<file path="src/rtl/bcd_counter_n_if.sv">
// bcd_counter_n_if: control/data bundle for the N-digit BCD counter.
// The master side (controller/testbench) drives enable, direction and load;
// the slave side (the counter) returns the count, ripple enables and flags.
// ena is at least one bit wide so the bundle stays legal when DIGITS == 1.
interface bcd_counter_n_if #(
    parameter int DIGITS = 4
);
    localparam int ENA_W = (DIGITS > 1) ? (DIGITS - 1) : 1;

    logic                  en;
    logic                  up_dn;
    logic                  load;
    logic [4*DIGITS-1:0]   load_val;
    logic [4*DIGITS-1:0]   q;
    logic [ENA_W-1:0]      ena;
    logic                  tc;
    logic                  wrap;
    logic                  load_err;

    modport master (
        output en, up_dn, load, load_val,
        input  q, ena, tc, wrap, load_err
    );

    modport slave (
        input  en, up_dn, load, load_val,
        output q, ena, tc, wrap, load_err
    );
endinterface

</file>
<file path="src/rtl/bcd_counter_n.sv">
// bcd_counter_n: parametrised N-digit synchronous BCD up/down counter with
// count enable, validated parallel load, terminal count and wrap/load-error
// pulses. Per-digit step enables are exported on ena for cascading.
// Optional feature macro: BCD_SATURATE_EN -- when defined the counter holds at
// all-9 (up) / all-0 (down) instead of wrapping, and wrap is tied low.
module bcd_counter_n #(
    parameter int                  DIGITS    = 4,
    parameter logic [4*DIGITS-1:0] RESET_VAL = '0
) (
    input  logic               clk,
    input  logic               reset,
    bcd_counter_n_if.slave     bus
);

    localparam int W = 4 * DIGITS;

    // All nibbles must be decimal digits for a load to be accepted.
    function automatic logic bcd_valid(input logic [W-1:0] v);
        logic ok;
        ok = 1'b1;
        for (int i = 0; i < DIGITS; i++) begin
            ok = ok & (v[4*i +: 4] <= 4'd9);
        end
        return ok;
    endfunction

    // One decimal step of a single digit in the requested direction.
    function automatic logic [3:0] digit_step(input logic [3:0] d, input logic up);
        logic [3:0] n;
        if (up) begin
            n = (d == 4'd9) ? 4'd0 : (d + 4'd1);
        end else begin
            n = (d == 4'd0) ? 4'd9 : (d - 4'd1);
        end
        return n;
    endfunction

    logic [W-1:0]      r_q;
    logic              r_load_err;
    logic [DIGITS-1:0] w_step;
    logic [W-1:0]      w_q_next;
    logic              w_tc;
    logic              w_go;
    logic              w_load_ok;

    assign w_load_ok = bcd_valid(bus.load_val);

    // Carry/borrow chain: which digits step this cycle, next count and terminal count.
    always_comb begin
        logic run9;
        logic run0;
        logic [DIGITS-1:0] below9;
        logic [DIGITS-1:0] below0;
        run9     = 1'b1;
        run0     = 1'b1;
        below9   = '0;
        below0   = '0;
        w_step   = '0;
        w_q_next = r_q;
        for (int i = 0; i < DIGITS; i++) begin
            below9[i] = run9;
            below0[i] = run0;
            run9      = run9 & (r_q[4*i +: 4] == 4'd9);
            run0      = run0 & (r_q[4*i +: 4] == 4'd0);
        end
        w_tc = bus.up_dn ? run9 : run0;
`ifdef BCD_SATURATE_EN
        w_go = bus.en & ~bus.load & ~reset & ~w_tc;
`else
        w_go = bus.en & ~bus.load & ~reset;
`endif
        for (int i = 0; i < DIGITS; i++) begin
            w_step[i] = w_go & (bus.up_dn ? below9[i] : below0[i]);
            if (w_step[i]) begin
                w_q_next[4*i +: 4] = digit_step(r_q[4*i +: 4], bus.up_dn);
            end else begin
                w_q_next[4*i +: 4] = r_q[4*i +: 4];
            end
        end
    end

`ifdef BCD_SATURATE_EN
    // Count/load register with error pulse; saturating build never wraps.
    always_ff @(posedge clk) begin
        if (reset) begin
            r_q        <= RESET_VAL;
            r_load_err <= 1'b0;
        end else if (bus.load) begin
            if (w_load_ok) begin
                r_q <= bus.load_val;
            end else begin
                r_q <= r_q;
            end
            r_load_err <= ~w_load_ok;
        end else begin
            r_q        <= w_q_next;
            r_load_err <= 1'b0;
        end
    end

    assign bus.wrap = 1'b0;
`else
    logic r_wrap;

    // Count/load register with wrap and load-error pulses; tc while counting means a wrap lands.
    always_ff @(posedge clk) begin
        if (reset) begin
            r_q        <= RESET_VAL;
            r_wrap     <= 1'b0;
            r_load_err <= 1'b0;
        end else if (bus.load) begin
            if (w_load_ok) begin
                r_q <= bus.load_val;
            end else begin
                r_q <= r_q;
            end
            r_wrap     <= 1'b0;
            r_load_err <= ~w_load_ok;
        end else if (bus.en) begin
            r_q        <= w_q_next;
            r_wrap     <= w_tc;
            r_load_err <= 1'b0;
        end else begin
            r_q        <= r_q;
            r_wrap     <= 1'b0;
            r_load_err <= 1'b0;
        end
    end

    assign bus.wrap = r_wrap;
`endif

    assign bus.q        = r_q;
    assign bus.tc       = w_tc;
    assign bus.load_err = r_load_err;

    generate
        if (DIGITS > 1) begin : g_ena
            assign bus.ena = w_step[DIGITS-1:1];
        end else begin : g_no_ena
            assign bus.ena = 1'b0;
        end
    endgenerate

endmodule

</file>
<file path="src/flat_wrapper.sv">
// flat-port wrapper written by rule: the top's interface ports become plain ports
module bcd_counter_n_flat 
#(
    parameter int                  DIGITS    = 4,
    parameter logic [4*DIGITS-1:0] RESET_VAL = '0
)
  (clk, reset, bus_en, bus_up_dn, bus_load, bus_load_val, bus_q, bus_ena, bus_tc, bus_wrap, bus_load_err);
  bcd_counter_n_if #(.DIGITS(DIGITS)) bus_i ();
  input  logic clk;
  input  logic reset;
  input wire logic [$bits(bus_i.en)-1:0] bus_en;
  input wire logic [$bits(bus_i.up_dn)-1:0] bus_up_dn;
  input wire logic [$bits(bus_i.load)-1:0] bus_load;
  input wire logic [$bits(bus_i.load_val)-1:0] bus_load_val;
  output wire logic [$bits(bus_i.q)-1:0] bus_q;
  output wire logic [$bits(bus_i.ena)-1:0] bus_ena;
  output wire logic [$bits(bus_i.tc)-1:0] bus_tc;
  output wire logic [$bits(bus_i.wrap)-1:0] bus_wrap;
  output wire logic [$bits(bus_i.load_err)-1:0] bus_load_err;
  assign bus_i.en = bus_en;
  assign bus_i.up_dn = bus_up_dn;
  assign bus_i.load = bus_load;
  assign bus_i.load_val = bus_load_val;
  assign bus_q = bus_i.q;
  assign bus_ena = bus_i.ena;
  assign bus_tc = bus_i.tc;
  assign bus_wrap = bus_i.wrap;
  assign bus_load_err = bus_i.load_err;
  bcd_counter_n #(.DIGITS(DIGITS), .RESET_VAL(RESET_VAL)) u_core (.clk(clk), .reset(reset), .bus(bus_i));
endmodule
</file>
<file path="config.mk">
export PLATFORM = sky130hd
export DESIGN_NAME = bcd_counter_n_flat
export DESIGN_NICKNAME = d
export VERILOG_FILES = /design/src/rtl/bcd_counter_n_if.sv /design/src/rtl/bcd_counter_n.sv /design/src/flat_wrapper.sv
export SDC_FILE = /design/constraint.sdc
export NUM_CORES = 1
export LEC_CHECK = 0
export ABC_AREA = 1
export CELL_PAD_IN_SITES_DETAIL_PLACEMENT = 1
export CELL_PAD_IN_SITES_GLOBAL_PLACEMENT = 1
export CORE_UTILIZATION = 29
export DETAILED_ROUTE_END_ITERATION = 6
export PLACE_DENSITY = 0.85
export SLEW_MARGIN = 15
export SYNTH_ARGS = -nofsm -noshare
export SYNTH_HDL_FRONTEND = slang
export SYNTH_SLANG_ARGS = --single-unit
</file>
<file path="constraint.sdc">
create_clock -name clk -period 1.2 [get_ports clk]
set_input_delay 0.24 -clock clk [delete_from_list [all_inputs] [get_ports clk]]
set_output_delay 0.24 -clock clk [all_outputs]
set_load 0.02 [all_outputs]
</file>
After elaboration in Yosys (flattened, before gate mapping)
Cells that the tools add are included.
{ "word_totals": {"input_bits": 21, "regBits": 18} }
{ "op_classes": {"add_sub_neg": 8, "bitwise": 18, "eq_ne": 5, "muxes": 23, "n_lt_le_gt_ge": 4, "n_reduce_logical": 15} }
{ "ops": {"columns": ["op", "n"], "rows": [
  ["$mux 4", 16],
  ["$mux 16", 3],
  ["$add 4x1->4 const B", 4],
  ["$eq 4x4->1 const B", 4],
  ["$le 4x4->1 const B", 4],
  ["$logic_not 4->1", 4],
  ["$sub 4x1->4 const B", 4],
  ["$and 1x1->1", 14],
  ["$reduce_and 3->1", 4],
  ["$reduce_bool 2->1", 5],
  ["$mux 1", 4],
  ["$not 1->1", 4],
  ["$reduce_or 3->1", 1],
  ["$ne 2x1->1 const B", 1],
  ["$reduce_or 2->1", 1]
]} }

Logic depth before layout (Yosys ltp)
{ "logic_depth": {"ltp_word": 8, "depth_mapped": 10, "depth_no_buf": 10} }

Worst setup path after synthesis
Ideal clock, no wire load.
{ "synth_timing": {"kind": "reg-to-output", "start": "reg u_core.r_q[7] (netlist: u_core.bus.q[7])", "end": "out bus_ena[1]", "path_buffers": 0, "slack_ps": -615, "arrival_ps": 1575, "path_stages_with_launch": 5, "required_ps": 960, "path_cell_list": "dfxtp_1 -> nand2_1 -> nor2_2 -> nor2_1 -> nor4_1"} }
{ "synth_between": {"elab_chain_len": 4} }
{ "synth_rtl": {"columns": ["element", "line", "text"], "rows": [
  ["from (decl)", "bcd_counter_n.sv:38", "logic [W-1:0] r_q;"],
  ["from (signal assigned)", "bcd_counter_n.sv:113", "r_q <= bus.load_val;"],
  ["from (signal assigned)", "bcd_counter_n.sv:115", "r_q <= r_q;"],
  ["from (signal assigned)", "bcd_counter_n.sv:120", "r_q <= w_q_next;"],
  ["$eq 4x4->1 / $logic_not 4->1 (equally long branches)", "bcd_counter_n.sv:63, bcd_counter_n.sv:64", null],
  ["$and 1x1->1, on equally long branches", "bcd_counter_n.sv:63, bcd_counter_n.sv:64", null],
  ["$mux 1 (*)", "bcd_counter_n.sv:73", "w_step[i] = w_go & (bus.up_dn ? below9[i] : below0[i]);"],
  ["$and 1x1->1 (*)", "bcd_counter_n.sv:73", null],
  ["to (decl)", "flat_wrapper.sv:16", "output wire logic [$bits(bus_i.ena)-1:0] bus_ena;"]
]} }
Every way passes the cells marked *; elsewhere a longest branch is shown, timed or not.

Final worst setup path
{ "layout_timing": {"start": "reg u_core.r_q[6] (netlist: u_core.bus.q[6])", "end": "out bus_ena[2]"} }
{ "layout_between": {"elab_chain_len": 5} }
{ "layout_rtl": {"columns": ["element", "line"], "rows": [
  ["$eq 4x4->1 / $logic_not 4->1 (equally long branches)", "bcd_counter_n.sv:63, bcd_counter_n.sv:64"],
  ["$and 1x1->1, on equally long branches (2 in series)", "bcd_counter_n.sv:63, bcd_counter_n.sv:64"],
  ["$mux 1 (*)", "bcd_counter_n.sv:73"],
  ["$and 1x1->1 (*)", "bcd_counter_n.sv:73"]
]} }
Marks and branches as above.

==> flow_summary.yaml <==
clocking:
  path_clk_slew_ns: 0.08
  holdBufCountCts: 0
  clk_latency_ns: 0.28
  cts_root_buf: "clkbuf_8"
  numCtsBuffers: 3
  cts_tree: "yes"
  clk_path_buf_depth: 2
  clkSinkCount: 18
  cts_max_level: 1
die:
  die-area_um2: 6040
  coreArea_um2: 5510
  die_y_um: 77.7
  row_count: 27
  io-pin-count: 43
  die_x_um: 77.7
  start_util_pct: 30.2
global_route:
  antenna_found_initial: 0
  grt_pass1_vias: 2695
  grt_overflow_total: 0
  grt_usage_pct: 28.6
  grt_pass1_wl_um: 13300
  grt_max_degree: 21
place:
  post-place-ws_ns: -1.05
  hpwl_um: 5170
  numPortBuffers: 42
  finalWeightedCongestion: 0.866
pwr:
  comb_power_share_pct: 51.9
  seq_power_share_pct: 26.7
  irDropWorstVdd_mv: 0.771
  power_density_nw_per_um2: 859
  switching_share_pct: 42.2
  p_int_mw: 1.52
  power_mw: 2.64
  p_leak_nw: 1.58
  switchingPower_mw: 1.11
  clockPowerShare_pct: 21.4
worst_setup_path:
  slowest_delay_ns: 0.35
  startpoint_type: "flip-flop"
  path_max_fanout: 4
  crit_path_frequent_cell: "nor2_4"
  crit_buf_inv: 2
  cp.required_ns: 0.96
  slowest_stage: "dfxtp_2"
  crit_chain: "nor2_1 -> nand2_2 -> nor2_4 -> nor2_2 -> nor2_4 -> nand2_4 -> inv_4 -> buf_4"
  crit_arrival_ns: 1.63
  cp-end-kind: "output pin"
  path_class: "reg2out"
  cp_top_family: "simple AND/OR/NAND/NOR gates"
cells_and_area:
  multi_input_area_um2: 1390
  syn2layout_area_growth_pct: 84.5
  drive_gt1_share_pct: 49.8
  layout_common_cells: "81 x nand2_1, 71 x buf_4, 32 x nor2_1"
  diodes: 0
  nNetsFinal: 438
  register_area_um2: 402
  final_common_cell: "nand2_1"
  fillCellCount: 745
status:
  violations: "setup timing"
  status: "complete, but fails checks"
timing:
  period_share_pct: 156
  fin_crit_ns: 1.87
  setup_ws_ns: -0.670
  rsz0062_at_grt: "true"
  slew-limit-headroom_pct: 77.6
  finalSetupViolCount: 23
  slew_viol_final: 0
  hold_viol_final: 0
  fin_hold_ws_ns: 0.432
  finalClockSkew_ns: 0.0170
  tightest_slew_ns: 0.333
  fmax_mhz: 535
logic_synthesis:
  ys_ff_latch: 18
  avgSynthCellArea_um2: 5.60
  synth_fp_nets: 318
  netlist_area_um2: 1660
  ys_warn_count: 0
  ys_types: 29
  synth.yosys.seq_area_share_pct: 21.7
  synth_cells: 297
detailed_routing:
  post_drt_via_cell_ratio: 5.31
  antenna_left: 0
  drc_errors: 0
  drt_iter0_drc: 142
  drtPass1Iterations: 4
  routed_wl_um: 9740
  wl_per_cell_um: 20.0
  vias: 2591
min_path:
  worst_hold_path_type: "in2reg"
flow_run:
  max-cap-violations: 0
[layout make-up]
cell class | instances | area share [%]
clock buffer | 4 | 1.79
inverter | 32 | 4.24
multi-input combinational | 239 | 45.4
sequential | 18 | 13.1
tap | 72 | 2.94
timing repair buffer | 123 | 32.5
[sequential cells by signal (all words and copies together) (netlist names)]
signal and count:
u_core.bus.load_err 1, u_core.bus.q 16, u_core.bus.wrap 1
[metal layers]
metal | GRT usage (%) | share of wire [%] | vias up
li1 | - | - | 1183
met1 | 31.3 | 40 | 1254
met2 | 53.3 | 51 | 109
met3 | 3.65 | 3.7 | 45
met4 | 14.7 | 5.8 | 0
met5 | 0 | 0 | -
[cells in the mapped netlist]
cell type  instances  area share, %
a21oi_1           12            3.6
o21bai_1           1           0.45
or2_2              1           0.38
nand2_2            5            1.9
dfxtp_1           18             22
buf_4              1           0.45
xor2_1             2            1.1
buf_6              1           0.68
o211ai_1           1           0.45
nand3_2            2            1.2
nand2_4            2            1.4
nand3_1           27            8.1
nand2_1          101             23
clkbuf_1           2           0.45
nand4_1            4            1.5
inv_1             24            5.4
nor2_8             1            1.2
nor2_2             5            1.9
nor3_1             2           0.60
o21ai_2            1           0.53
inv_2              8            1.8
and2_1             2           0.75
o21ai_0           23            6.9
nor2_1            39            8.8
nor4_1             1           0.38
nor3_2             1           0.60
nor2_4             5            3.4
buf_2              4            1.2
a211oi_1           1           0.45
[per-stage QoR]
step | std cells | setup TNS (ns) | instance area (um^2) | utilization, %
floorplan | 297 | -0.720 | 1740 | -
global placement | 470 | -16.30 | 2740 | 49.7
detailed placement | 470 | -17.34 | 2740 | 49.7
CTS | 480 | -5.30 | 2890 | 52.4
global route | 488 | -8.55 | 3070 | 55.7
finish | 488 | -7.65 | 3070 | 55.7
[worst register-to-register path, stage by stage, from the launching register on]
cell	delay, ns
dfxtp_2	0.35
nor2_1	0.16
nand2_2	0.11
nor2_4	0.18
nor2_2	0.10
nor2_4	0.17
nand2_4	0.10
buf_6	0.15
nand3_1	0.08
nand2_1	0.08
nor2_2	0.12
[cells by family after synthesis]
family	Yosys count	share of synthesized area, %
buffers and inverters	40	10.0
and+or+nand+nor	198	54.9
xor gates and xnor gates	2	1.05
DFF	18	21.7
AOI/OAI and AO/OA	39	12.4
[repair_timing]
action | 4_1_cts | 5_1_grt
endpoints found under the hold margin | 0 | 0
endpoints found under the setup margin | 39 | 26
setup buffers | 8 | 8
pin swaps | 26 | 22
resized for setup | 150 | 46
[worst paths after layout]
kind / from / end / slack, ns / cells past startpoint
worst max-delay path: u_core.bus.q[6]$_SDFFE_PP0P_ / bus_ena[2] / -0.67 / 8
worst max register to register: u_core.bus.q[6]$_SDFFE_PP0P_ / u_core.bus.q[15]$_SDFFE_PP0P_ / -0.48 / 10
worst min-delay path: bus_load_val[14] / u_core.bus.q[14]$_SDFFE_PP0P_ / 0.43 / 5
worst min register to register: u_core.bus.q[10]$_SDFFE_PP0P_ / u_core.bus.q[10]$_SDFFE_PP0P_ / 0.69 / 3
[power by group through the flow]
stage	sequential [mW]	clock [mW]	combinational, mW
after floorplan	0.771	0	0.499
after global placement	0.701	0	1.07
after detailed placement	0.705	0	1.12
after CTS	0.696	0.536	1.17
after global routing	0.709	0.590	1.44
final	0.704	0.565	1.37
Note: power is estimated with default switching activity, not from simulation.
